[src/rtl/div_pkg.sv]
// Shared types for the multicycle divider: FSM state encoding and counter sizing.
package div_pkg;

   typedef enum logic [1:0] {
      IDLE = 2'd0,
      CALC = 2'd1,
      DONE = 2'd2
   } state_e;

   localparam int DIV_N_DEFAULT = 4;

   // Iteration counter must hold values 0..N.
   function automatic int cnt_width(input int n);
      return $clog2(n + 1);
   endfunction

endpackage

[src/rtl/div_step.sv]
// One restoring shift-subtract iteration, purely combinational (zero latency).
// Never stalls; the caller decides when to register the result.
module div_step
   import div_pkg::*;
#(
   parameter int N = DIV_N_DEFAULT
) (
   input  logic [N:0]   r_i,
   input  logic [N-1:0] q_i,
   input  logic [N-1:0] divisor_i,
   output logic [N:0]   r_o,
   output logic [N-1:0] q_o
);

   logic [N:0] r_shift;
   logic [N:0] dvs_ext;
   logic       take;
   // The partial remainder is always below the divisor, so its top bit is shifted out unused.
   logic       unused_r_msb;

   assign unused_r_msb = r_i[N];

   always_comb begin
      r_shift = {r_i[N-1:0], q_i[N-1]};
      dvs_ext = {1'b0, divisor_i};
      take    = (r_shift >= dvs_ext);
      r_o     = take ? (r_shift - dvs_ext) : r_shift;
      q_o     = {q_i[N-2:0], take};
   end

endmodule

[src/rtl/multicycle_divider.sv]
// Sequential unsigned restoring divider, N cycles from accepted start to done (1 for a zero divisor
// when DIVIDER_DBZ_ERROR_EN is defined); start is ignored while busy, results held until next start.
module multicycle_divider
   import div_pkg::*;
#(
   parameter int N = DIV_N_DEFAULT
) (
   input  logic         clk,
   input  logic         reset,
   input  logic [N-1:0] dividend,
   input  logic [N-1:0] divisor,
   input  logic         start,
   output logic [N-1:0] quotient,
   output logic [N-1:0] remainder,
   output logic         error,
   output logic         done
);

   localparam int CW = cnt_width(N);

   state_e       state_q, state_d;
   logic [CW-1:0] cnt_q;
   logic [N:0]   r_q, r_step;
   logic [N-1:0] q_q, q_step;
   logic [N-1:0] dvs_q;
   logic [N-1:0] quot_q, rem_q;
   logic         done_q;

   logic         accept;
   logic         step_en;
   logic         finish;
   logic         fast_dbz;

`ifdef DIVIDER_DBZ_ERROR_EN
   logic dbz_q;
   logic error_q;

   // A zero divisor finishes on the first CALC edge instead of iterating.
   assign fast_dbz = dbz_q;
   assign error    = error_q;
`else
   assign fast_dbz = 1'b0;
   assign error    = 1'b0;
`endif

   div_step #(.N(N)) u_step (
      .r_i       (r_q),
      .q_i       (q_q),
      .divisor_i (dvs_q),
      .r_o       (r_step),
      .q_o       (q_step)
   );

   always_ff @(posedge clk) begin
      if (reset) begin
         state_q <= IDLE;
      end else begin
         state_q <= state_d;
      end
   end

   always_comb begin
      state_d = state_q;
      case (state_q)
         IDLE:    if (start)  state_d = CALC;
         CALC:    if (finish) state_d = DONE;
         DONE:    if (start)  state_d = CALC;
         default: state_d = IDLE;
      endcase
   end

   always_comb begin
      accept  = 1'b0;
      step_en = 1'b0;
      finish  = 1'b0;
      case (state_q)
         IDLE, DONE: accept = start;
         CALC: begin
            step_en = 1'b1;
            finish  = fast_dbz || (cnt_q == CW'(N - 1));
         end
         default: ;
      endcase
   end

   always_ff @(posedge clk) begin
      if (reset) begin
         cnt_q  <= '0;
         r_q    <= '0;
         q_q    <= '0;
         dvs_q  <= '0;
         quot_q <= '0;
         rem_q  <= '0;
         done_q <= 1'b0;
`ifdef DIVIDER_DBZ_ERROR_EN
         dbz_q   <= 1'b0;
         error_q <= 1'b0;
`endif
      end else if (accept) begin
         cnt_q  <= '0;
         r_q    <= '0;
         q_q    <= dividend;
         dvs_q  <= divisor;
         done_q <= 1'b0;
`ifdef DIVIDER_DBZ_ERROR_EN
         dbz_q   <= (divisor == '0);
         error_q <= 1'b0;
`endif
      end else if (step_en) begin
         r_q   <= r_step;
         q_q   <= q_step;
         cnt_q <= cnt_q + CW'(1);
         if (finish) begin
            done_q <= 1'b1;
            if (fast_dbz) begin
               // q_q still holds the untouched dividend here.
               quot_q <= '1;
               rem_q  <= q_q;
            end else begin
               quot_q <= q_step;
               rem_q  <= r_step[N-1:0];
            end
`ifdef DIVIDER_DBZ_ERROR_EN
            error_q <= dbz_q;
`endif
         end
      end
   end

   assign quotient  = quot_q;
   assign remainder = rem_q;
   assign done      = done_q;

endmodule

[config.mk]
export PLATFORM = sky130hd
export DESIGN_NAME = multicycle_divider
export DESIGN_NICKNAME = d
export VERILOG_FILES = /design/src/rtl/div_pkg.sv /design/src/rtl/div_step.sv /design/src/rtl/multicycle_divider.sv
export SDC_FILE = /design/constraint.sdc
export NUM_CORES = 1
export LEC_CHECK = 0
export ABC_AREA = 0
export CAP_MARGIN = 20
export CORE_ASPECT_RATIO = 2
export CORE_UTILIZATION = 35
export CTS_BUF_LIST = sky130_fd_sc_hd__clkbuf_8
export CTS_CLUSTER_DIAMETER = 40
export DETAILED_ROUTE_END_ITERATION = 8
export GPL_TIMING_DRIVEN = 0
export PLACE_DENSITY_LB_ADDON = 0.2
export SLEW_MARGIN = 20
export SYNTH_ARGS = -nofsm -noshare
export SYNTH_HDL_FRONTEND = slang
export SYNTH_SLANG_ARGS = --single-unit
export TNS_END_PERCENT = 20
[constraint.sdc]
create_clock -name clk -period 2.1 [get_ports clk]
set_input_delay 0.315 -clock clk [delete_from_list [all_inputs] [get_ports clk]]
set_output_delay 0.315 -clock clk [all_outputs]
set_load 0.01 [all_outputs]
==> metrics.yaml, run 1 <==
whs_ps: 466
register_area_um2: 520
clock_sink_count: 26
worst_ir_drop_vdd_mv: 0.493
p_sw_uw: 298
reg2regPathDepth: 6
mappedNetlistNets: 180
yosysTopAreaCell: "sky130_fd_sc_hd__dfxtp_1"
yosys_warnings: 0
share_of_flip_flops_with_an_asynchronous_set_or_reset_after_synthesis_pct: 0
yosys.area_share.xor_xnor_pct: 1.33
max-cap-violations: 0
tightest_slew_ps: 500
multi_input_comb_area_um2: 734
critical_r2r_capture: "remainder[1]"
grt-ovfl-total: 0
first_pass_grt_wire_length_um: 5310
num-nets-final: 204
critical_path_peak_fanout: 8
cpPeakStageDelay_ps: 420
dr.pass1.iters: 4
cts-root-buf: "sky130_fd_sc_hd__clkbuf_8"
ys.flop_type: "sky130_fd_sc_hd__dfxtp_1"
synth_sequential_area_ratio_pct: 39.4
final-hold-violation-count: 0
pwr-share-seq_pct: 51.7
critical_path.startpoint_type: "register"
clk_pin_slew_ps: 90
netlist_top_cells_area: "sky130_fd_sc_hd__dfxtp_1 (39%), sky130_fd_sc_hd__nand2_1 (8.0%), sky130_fd_sc_hd__ha_1 (5.7%)"
cp-startpoint: "dvs_q[2]"
maxSlewHeadroom_pct: 66.6
port-buffer-count: 19
initial_utilization_pct: 36.6
synth-edff-count: 0
timing.critical_path.cells: "inv_1, ha_1, or2_4, a21o_4, a2111o_1, o211ai_2"
clock.fmax_mhz: 553
adder_cell_fraction_of_synth_area_pct: 7.20
place.detailed.hpwl_um: 2570
final-max-slew-violation-count: 0
die_x_um: 45.4
clk_latency_ps: 280
dp_slack_ps: 145
pwr-share-comb_pct: 20.8
synth_seq_cells: 26
clock_tree.buffer_depth: 2
number_of_design_rule_violations_left_after_detail_routing: 0
hp_class: "register to register"
p_leak_nw: 0.581
numCtsBuffers: 3
timing.setup.tns_ps: 0
final.period_utilization_pct: 86.1
clock-skew-final_ps: 4.32
final.setup.worst_slack_ps: 292
post_synthesis_instance_area_um2: 1320
pwr_density_cell_nw_per_um2: 636
yosys.area_share.simple_pct: 26.7
top_cells_by_count_synth: "sky130_fd_sc_hd__nand2_1 (28), sky130_fd_sc_hd__dfxtp_1 (26), sky130_fd_sc_hd__nor2_1 (18)"
grt_max_degree: 14
routed_via_density: 5.24
cts_hold_buf: 0
first_global_vias: 1193
postCtsSetupBuffers: 0
yosysUniqueCellTypes: 36
combinational_family_with_the_most_area_after_synthesis: "simple AND/OR/NAND/NOR gates"
drive_above_1_share_pct: 5.98
syn_to_final_growth_pct: 22.2
pwr-share-clk_pct: 27.6
synthesis.area_per_instance_um2: 8.15
rsz_0062_raised_after_global_routing: "no"
htreeDepth: 1
route.final.wire_length_um: 3330
regToRegSetupSlack_ps: 290
power_switching_share_pct: 29.1
timing.critical_path.slowest_stage_cell: "sky130_fd_sc_hd__a2111o_1"
critical_path_arrival_ps: 2020
post_synth_inst_count: 162
design.core.area_um2: 3610
n_antenna_cell: 0
grt_antenna_before_repair: 0
fraction_of_the_mapped_netlist_area_in_compound_gates_pct: 20.1
synthMostInstantiatedCell: "sky130_fd_sc_hd__nand2_1"
cp-endpoint: "remainder[1]"
worst_endpoint_required_time_ps: 2310
r2r_start: "dvs_q[2]"
ctsResizeCount: 0
path_class: "register to register"
final-setup-viol-count: 0
period_minus_slack_ps: 1810
run_status: "completed"
die_h_um: 88.9
crit_path_end_kind: "register"
drt-wirelength-per-cell_um: 14.3
grtUsageTotal_pct: 18.5
yosys.area.top_type_share_pct: 39.4
fillCellCount: 356
cell_internal_pwr_uw: 727
cts_tree: "yes"
final_antenna_net_count: 0
placementRows: 31
fp.dieArea_um2: 4040
iteration_0_drc_markers: 30
routabilityCongestion: 0.783
pin_count: 21
synthMuxAreaShare_pct: 0
vias: 1222
[power groups by stage]
| stage | sequential, mW | combinational [mW] | clock (mW) |
|---|---|---|---|
| 2_1_floorplan | 0.537 | 0.148 | 0 |
| 3_3_place_gp | 0.541 | 0.206 | 0 |
| 3_5_place_dp | 0.542 | 0.211 | 0 |
| 4_1_cts | 0.530 | 0.212 | 0.292 |
| 5_1_grt | 0.533 | 0.239 | 0.310 |
| 6_report | 0.530 | 0.213 | 0.283 |
[kinds of logic after synthesis]
family	count (synthesis)
AOI/OAI and AO/OA	36
xor gates and xnor gates	2
adders and majority gates	7
buffers and inverters	16
DFF	26
other	1
and+or+nand+nor	74
[sequential cells by signal, summed over array words and instances (netlist names)]
name,flops
cnt_q,3
done,1
dvs_q,4
q_q,4
quotient,4
r_q,4
remainder,4
state_q,2
[cells in the final DEF, fill, tap and decap left out, types with 2 or more instances in the layout]
| master | n |
|---|---|
| sky130_fd_sc_hd__clkdlybuf4s50_1 | 19 |
| sky130_fd_sc_hd__or3_1 | 4 |
| sky130_fd_sc_hd__o211ai_2 | 2 |
| sky130_fd_sc_hd__ha_1 | 6 |
| sky130_fd_sc_hd__a211oi_1 | 4 |
| sky130_fd_sc_hd__clkbuf_8 | 3 |
| sky130_fd_sc_hd__inv_1 | 7 |
| sky130_fd_sc_hd__a21oi_1 | 13 |
| sky130_fd_sc_hd__o2111ai_1 | 2 |
| sky130_fd_sc_hd__clkbuf_1 | 7 |
| sky130_fd_sc_hd__xnor2_1 | 2 |
| sky130_fd_sc_hd__nand3_1 | 6 |
| sky130_fd_sc_hd__nand2b_1 | 4 |
| sky130_fd_sc_hd__o31ai_1 | 2 |
| sky130_fd_sc_hd__o21ai_0 | 3 |
| sky130_fd_sc_hd__a2111o_1 | 2 |
| sky130_fd_sc_hd__dfxtp_1 | 26 |
| sky130_fd_sc_hd__nor2_1 | 18 |
| sky130_fd_sc_hd__a311oi_1 | 4 |
| sky130_fd_sc_hd__nand3b_1 | 3 |
| sky130_fd_sc_hd__nand4_1 | 2 |
| sky130_fd_sc_hd__nand2_1 | 28 |
| sky130_fd_sc_hd__nor2b_1 | 2 |
[metrics by stage]
stage          util, %  std cells  power [mW]  instance area, um^2
2_1_floorplan        -        162       0.685                 1320
3_5_place_dp      43.6        230       0.753                 1570
5_1_grt           44.7        233        1.08                 1610
3_3_place_gp      43.6        230       0.747                 1570
4_1_cts           44.7        233        1.03                 1610
6_report          44.7        233        1.03                 1610
[layer usage]
metal	GRT usage (%)	wire length, um	up-vias
met5	0	0	-
met4	14.3	174	0
met3	2.24	122	14
met2	31.0	1740	36
met1	19.8	1280	563
li1	-	-	609
[worst max-delay path, delay by kind of cell (launching register included)]
family                   cells  cell delay [ps]
adder cells (fa/ha/maj)      1              310
flip-flops                   1              350
AO/OA/AOI/OAI                3              750
buffers and inverters        1               50
AND/OR/NAND/NOR              1              280
[worst min path at each step]
stage           startpoint          end  depth (start not counted)
4_1_cts        quotient[3]  quotient[3]                          2
2_1_floorplan     dvs_q[2]     dvs_q[2]                          2
3_5_place_dp   quotient[3]  quotient[3]                          2
6_report        state_q[1]   state_q[1]                          2
5_1_grt         state_q[1]   state_q[1]                          2
3_3_place_gp   quotient[1]  quotient[1]                          2
[area by class of cell]
class                   instances  share of cell area [%]
plain buffers                   9                    2.40
well taps                      49                    3.80
flip-flops and latches         26                    32.3
multi-input cells             120                    45.5
repair buffers                 19                    11.8
clock buffers                   3                    2.56
inverters                       7                    1.63
(Power assumes the default switching activity.)
==> run 2, diff against run 1 <==
--- a/config.mk
+++ b/config.mk
@@ -7,6 +7,8 @@
 export LEC_CHECK = 0
 export ABC_AREA = 0
 export CAP_MARGIN = 20
+export CELL_PAD_IN_SITES_DETAIL_PLACEMENT = 0
+export CELL_PAD_IN_SITES_GLOBAL_PLACEMENT = 1
 export CORE_ASPECT_RATIO = 2
 export CORE_UTILIZATION = 35
 export CTS_BUF_LIST = sky130_fd_sc_hd__clkbuf_8
@@ -14,6 +16,7 @@
 export DETAILED_ROUTE_END_ITERATION = 8
 export GPL_TIMING_DRIVEN = 0
 export PLACE_DENSITY_LB_ADDON = 0.2
+export RECOVER_POWER = 100
 export SLEW_MARGIN = 20
 export SYNTH_ARGS = -nofsm -noshare
 export SYNTH_HDL_FRONTEND = slang
==> run 2 against run 1 <==
Design area rose by 0.31%. Combinational power hardly changed. Core utilization up 0.14 points. Cell count is 0.43% higher. Die area did not move. Worst hold slack lost 5.0 ps. Largest cell class unchanged. Highest routed layer unchanged.
==> metrics.yaml, run 2 (synthesized netlist as in run 1, its figures left out) <==
worst_endpoint_required_time_ps: 2290  # -20 ps
postCtsSetupBuffers: 0  # unchanged
clk_pin_slew_ps: 90  # about the same
grt_antenna_before_repair: 0  # unchanged
cts_tree: "yes"
path_class: "register to register"
die_x_um: 45.4  # unchanged
r2r_start: "dvs_q[2]"
period_minus_slack_ps: 1850  # +40.1 ps
number_of_design_rule_violations_left_after_detail_routing: 0  # unchanged
dr.pass1.iters: 3  # -1
cpPeakStageDelay_ps: 410  # about the same
hp_class: "register to register"
final_antenna_net_count: 0  # unchanged
final-max-slew-violation-count: 0  # unchanged
maxSlewHeadroom_pct: 63.9  # -2.6 points
worst_case_hold_path_end_point: "quotient[3]"
num-nets-final: 204  # unchanged
worst_ir_drop_vdd_mv: 0.544  # +10%
cts-root-buf: "sky130_fd_sc_hd__clkbuf_8"
routed_via_density: 5.07  # -3.4%
critical_path_arrival_ps: 2040  # +20 ps
vias: 1186  # -2.9%
grtUsageTotal_pct: 18.0  # -0.49 points
critical_r2r_capture: "remainder[1]"
run_status: "completed"
p_sw_uw: 308  # +3.4%
initial_utilization_pct: 36.6  # unchanged
min_delay_path_depth: 2  # unchanged
port-buffer-count: 19  # unchanged
clock-skew-final_ps: 14.8  # +10.5 ps
cell_internal_pwr_uw: 763  # +5.0%
numCtsBuffers: 3  # unchanged
p_leak_nw: 0.607  # +4.6%
timing.critical_path.slowest_stage_cell: "sky130_fd_sc_hd__a2111o_1"
drive_above_1_share_pct: 4.86  # -1.1 points
cts_hold_buf: 0  # unchanged
final.period_utilization_pct: 88.0  # +1.9 points
final_common_cell: "sky130_fd_sc_hd__nand2_1"
regToRegSetupSlack_ps: 250  # -40 ps
whs_ps: 461  # -4.97 ps
pwr-share-clk_pct: 31.0  # +3.4 points
place.detailed.hpwl_um: 2560  # -0.28%
clock_tree.buffer_depth: 2  # unchanged
critical_path.startpoint_type: "register"
power_switching_share_pct: 28.8  # -0.31 points
iteration_0_drc_markers: 15  # -50%
grt-ovfl-total: 0  # unchanged
ctsResizeCount: 0  # unchanged
critical_path_peak_fanout: 8  # unchanged
final_cell_mix: "sky130_fd_sc_hd__nand2_1 (28), sky130_fd_sc_hd__dfxtp_1 (26), sky130_fd_sc_hd__nor2_1 (18), sky130_fd_sc_hd__a21oi_1 (13), sky130_fd_sc_hd__dlygate4sd3_1 (11)"
final-hold-violation-count: 0  # unchanged
clock.fmax_mhz: 541  # -2.2%
rsz_0062_raised_after_global_routing: "no"
clk_latency_ps: 270  # about the same
fp.dieArea_um2: 4040  # unchanged
dp_slack_ps: 130  # -14.5 ps
hold_start: "quotient[3]"
route.final.wire_length_um: 3350  # +0.69%
syn_to_final_growth_pct: 22.6
routabilityCongestion: 0.815  # +4.1%
number_of_placed_cells_counting_well_taps: 230  # unchanged
die_h_um: 88.9  # unchanged
pwr_density_cell_nw_per_um2: 663  # +4.2%
first_global_vias: 1154  # -3.3%
reg2regPathDepth: 6  # unchanged
tightest_slew_ps: 541  # +41.2 ps
timing.setup.tns_ps: 0  # unchanged
final.setup.worst_slack_ps: 252  # -40.1 ps
pin_count: 21  # unchanged
htreeDepth: 1  # unchanged
timing.critical_path.cells: "inv_1, ha_1, or2_0, a21o_4, a2111o_1, o211ai_1"
final-setup-viol-count: 0  # unchanged
stdcell_count: 234  # +0.43%
first_pass_grt_wire_length_um: 5290  # -0.40%
grt_max_degree: 15  # +1
placementRows: 31  # unchanged
design.core.area_um2: 3610  # unchanged
drt-wirelength-per-cell_um: 14.3  # +0.26%
n_antenna_cell: 0  # unchanged
pwr-share-seq_pct: 49.5  # -2.2 points
max-cap-violations: 0  # unchanged
pwr-share-comb_pct: 19.6  # -1.2 points
crit_path_end_kind: "register"
clock_sink_count: 26  # unchanged
## run 2: cell types whose count changed in the layout (fill, tap and decap cells not counted), sizes merged
cell and delta:
buf -1, clkbuf +2, dlygate4sd3 +11, clkdlybuf4s50 -11
## run 2: per-layer routing
layer / global-route usage, % / routed length, um / up-vias
met5: 0 / 0 / -
met2: 32.1 / 1800 / 21
met1: 20.3 / 1370 / 552
met3: 1.84 / 85 / 6
met4: 8.26 / 97 / 0
li1: - / - / 607
## run 2: layout make-up
type / count / area, um^2
Clock buffer: 4 / 55.1
Sequential cell: 26 / 520
Multi-Input combinational cell: 120 / 727
Fill cell: 374 / 1990
Tap cell: 49 / 61.3
Buffer: 9 / 37.5
Timing Repair Buffer: 19 / 190
Inverter: 7 / 26.3
## run 2: per-stage QoR
step	area, um^2	total power, mW	util [%]
after global placement	1570	0.750	43.6
after global routing	1620	1.12	44.8
after floorplan	1320	0.685	-
final	1620	1.07	44.8
after CTS	1630	1.09	45.1
after detailed placement	1570	0.755	43.6
## run 2: worst max-delay path, delay by kind of cell, from the launching register on
kind	cells	cell delay (ps)
adder cells (fa/ha/maj)	1	310
AND/OR/NAND/NOR	1	290
AO/OA/AOI/OAI	3	780
flip-flops	1	340
buffers and inverters	1	60
## run 2: how the worst max path moves through the flow
| stage | cells after the start | start | slack [ps] | to |
|---|---|---|---|---|
| after global routing | 6 | start | 150 | r_q[2] |
| after detailed placement | 4 | reset | 130 | state_q[0] |
| after floorplan | 6 | dvs_q[2] | 410 | remainder[0] |
| after CTS | 6 | dvs_q[2] | 300 | remainder[1] |
| final | 6 | dvs_q[2] | 250 | remainder[1] |
| after global placement | 4 | reset | 170 | state_q[0] |
## run 2: power groups by stage
| stage | Clock, mW | Combinational (mW) | Sequential (mW) |
|---|---|---|---|
| final | 0.332 | 0.210 | 0.530 |
| after global routing | 0.358 | 0.230 | 0.533 |
| after CTS | 0.341 | 0.214 | 0.531 |
| after detailed placement | 0 | 0.213 | 0.542 |
| after global placement | 0 | 0.209 | 0.541 |
| after floorplan | 0 | 0.148 | 0.537 |
==> run 3, diff against run 2 <==
--- a/config.mk
+++ b/config.mk
@@ -15,6 +15,7 @@
 export CTS_CLUSTER_DIAMETER = 40
 export DETAILED_ROUTE_END_ITERATION = 8
 export GPL_TIMING_DRIVEN = 0
+export MAX_ROUTING_LAYER = met4
 export PLACE_DENSITY_LB_ADDON = 0.2
 export RECOVER_POWER = 100
 export SLEW_MARGIN = 20
==> run 3 against run 2 <==
Register-to-register slack barely moved. Die area did not move. Clock-buffer cell count unchanged. Setup slack improved by 1.4 ps. Combinational power hardly changed. Non-clock buffer count stayed put. Worst hold slack about the same.
==> metrics.yaml, run 3 (synthesized netlist as in run 1, its figures left out) <==
iteration_0_drc_markers: 21  # +6
pwr-share-clk_pct: 30.9  # about the same
n_antenna_cell: 0  # unchanged
final_util_pct: 44.8  # unchanged
cts_hold_buf: 0  # unchanged
clk_pin_slew_ps: 90  # about the same
multi_input_comb_area_um2: 727  # unchanged
clock_tree.buffer_depth: 2  # unchanged
port-buffer-count: 19  # unchanged
cp.buffers_inverters: 1  # unchanged
timing.setup.tns_ps: 0  # unchanged
clock_sink_count: 26  # unchanged
hold_start: "quotient[3]"
r2r_start: "dvs_q[2]"
place.detailed.hpwl_um: 2560  # unchanged
syn_to_final_growth_pct: 22.6  # unchanged
final_cell_mix: "sky130_fd_sc_hd__nand2_1 (28), sky130_fd_sc_hd__dfxtp_1 (26), sky130_fd_sc_hd__nor2_1 (18), sky130_fd_sc_hd__a21oi_1 (13), sky130_fd_sc_hd__dlygate4sd3_1 (11)"
power_switching_share_pct: 28.8  # about the same
path_class: "register to register"
routabilityCongestion: 0.827  # +1.5%
drt-wirelength-per-cell_um: 14.4  # +0.33%
run_status: "completed"
worst_ir_drop_vdd_mv: 0.546  # +0.44%
worst_endpoint_required_time_ps: 2290  # about the same
cpPeakStageDelay_ps: 410  # about the same
tightest_slew_ps: 565  # +23.5 ps
num-nets-final: 204  # unchanged
drive_above_1_share_pct: 4.86  # unchanged
die_h_um: 88.9  # unchanged
design.core.area_um2: 3610  # unchanged
min_delay_path_depth: 2  # unchanged
regToRegSetupSlack_ps: 250  # about the same
final_antenna_net_count: 0  # unchanged
vias: 1186  # unchanged
final.period_utilization_pct: 87.9  # about the same
postCtsSetupBuffers: 0  # unchanged
timing.critical_path.slowest_stage_cell: "sky130_fd_sc_hd__a2111o_1"
initial_utilization_pct: 36.6  # unchanged
fp.dieArea_um2: 4040  # unchanged
hp_class: "register to register"
pin_count: 21  # unchanged
number_of_design_rule_violations_left_after_detail_routing: 0  # unchanged
max-cap-violations: 0  # unchanged
htreeDepth: 1  # unchanged
grt_antenna_before_repair: 0  # unchanged
p_sw_uw: 308  # about the same
period_minus_slack_ps: 1850  # -1.44 ps
route.final.wire_length_um: 3360  # +0.33%
register_area_um2: 520  # unchanged
path_delay_family: "compound AO/OA/AOI/OAI gates"
critical_path.startpoint_type: "register"
final-setup-viol-count: 0  # unchanged
critical_path_arrival_ps: 2030  # about the same
critical_r2r_capture: "remainder[1]"
die_x_um: 45.4  # unchanged
first_pass_grt_wire_length_um: 5290  # +0.13%
grtUsageTotal_pct: 18.5  # +0.56 points
first_global_vias: 1158  # +0.35%
pwr-share-seq_pct: 49.5  # about the same
pwr_density_cell_nw_per_um2: 662  # about the same
fillCellCount: 374  # unchanged
cell_internal_pwr_uw: 763  # about the same
worst_case_hold_path_end_point: "quotient[3]"
cts-root-buf: "sky130_fd_sc_hd__clkbuf_8"
clock-skew-final_ps: 13.2  # -1.66 ps
pwr-share-comb_pct: 19.6  # about the same
p_leak_nw: 0.607  # unchanged
clock.fmax_mhz: 542  # about the same
final-hold-violation-count: 0  # unchanged
placementRows: 31  # unchanged
reg2regPathDepth: 6  # unchanged
final-max-slew-violation-count: 0  # unchanged
crit_path_end_kind: "register"
cts_tree: "yes"
maxSlewHeadroom_pct: 62.4  # -1.6 points
timing.critical_path.cells: "inv_1, ha_1, or2_0, a21o_4, a2111o_1, o211ai_1"
clk_latency_ps: 270  # about the same
numCtsBuffers: 3  # unchanged
rsz_0062_raised_after_global_routing: "no"
ctsResizeCount: 0  # unchanged
grt-ovfl-total: 0  # unchanged
final_common_cell: "sky130_fd_sc_hd__nand2_1"
dr.pass1.iters: 4  # +1
critical_path_peak_fanout: 8  # unchanged
grt_max_degree: 15  # unchanged
routed_via_density: 5.07  # unchanged
## run 3: worst max path at each step
stage	to	from	cells past startpoint
3_5_place_dp	state_q[0]	reset	4
5_1_grt	r_q[2]	start	6
2_1_floorplan	remainder[0]	dvs_q[2]	6
6_report	remainder[1]	dvs_q[2]	6
3_3_place_gp	state_q[0]	reset	4
4_1_cts	remainder[1]	dvs_q[2]	6
## run 3: layer usage
metal / GRT usage [%] / vias up / part of all wire [%]
li1: - / 607 / -
met3: 1.84 / 6 / 2.3
met1: 20.3 / 553 / 41
met5: - / - / 0
met4: 8.26 / 0 / 3.0
met2: 32.2 / 20 / 54
## run 3: worst register-to-register path: cells and delay by family (launching register included)
family | cells | cell delay [ps]
buffers and inverters | 1 | 60
AO/OA/AOI/OAI | 3 | 770
AND/OR/NAND/NOR | 1 | 290
flip-flops | 1 | 340
adder cells (fa/ha/maj) | 1 | 310
## run 3: area by class of cell
cell class              instances  share of cell area (%)
flip-flops and latches         26                    32.2
inverters                       7                    1.62
plain buffers                   9                    2.32
repair buffers                 19                    11.8
multi-input cells             120                    44.9
clock buffers                   4                    3.40
well taps                      49                    3.79
## run 3: stage by stage
step	instance area [um^2]	hold WS (ps)	cells	power (mW)	setup slack, ps
after floorplan	1320	436	162	0.685	413
after global placement	1570	443	230	0.750	167
after detailed placement	1570	449	230	0.755	130
after CTS	1630	465	234	1.09	298
after global routing	1620	478	234	1.12	154
final	1620	461	234	1.07	254
## run 3: power by group through the flow
stage | Combinational, mW | Clock (mW) | Sequential (mW)
floorplan | 0.148 | 0 | 0.537
global placement | 0.209 | 0 | 0.541
detailed placement | 0.213 | 0 | 0.542
CTS | 0.214 | 0.341 | 0.531
global route | 0.230 | 0.358 | 0.533
finish | 0.210 | 0.332 | 0.530
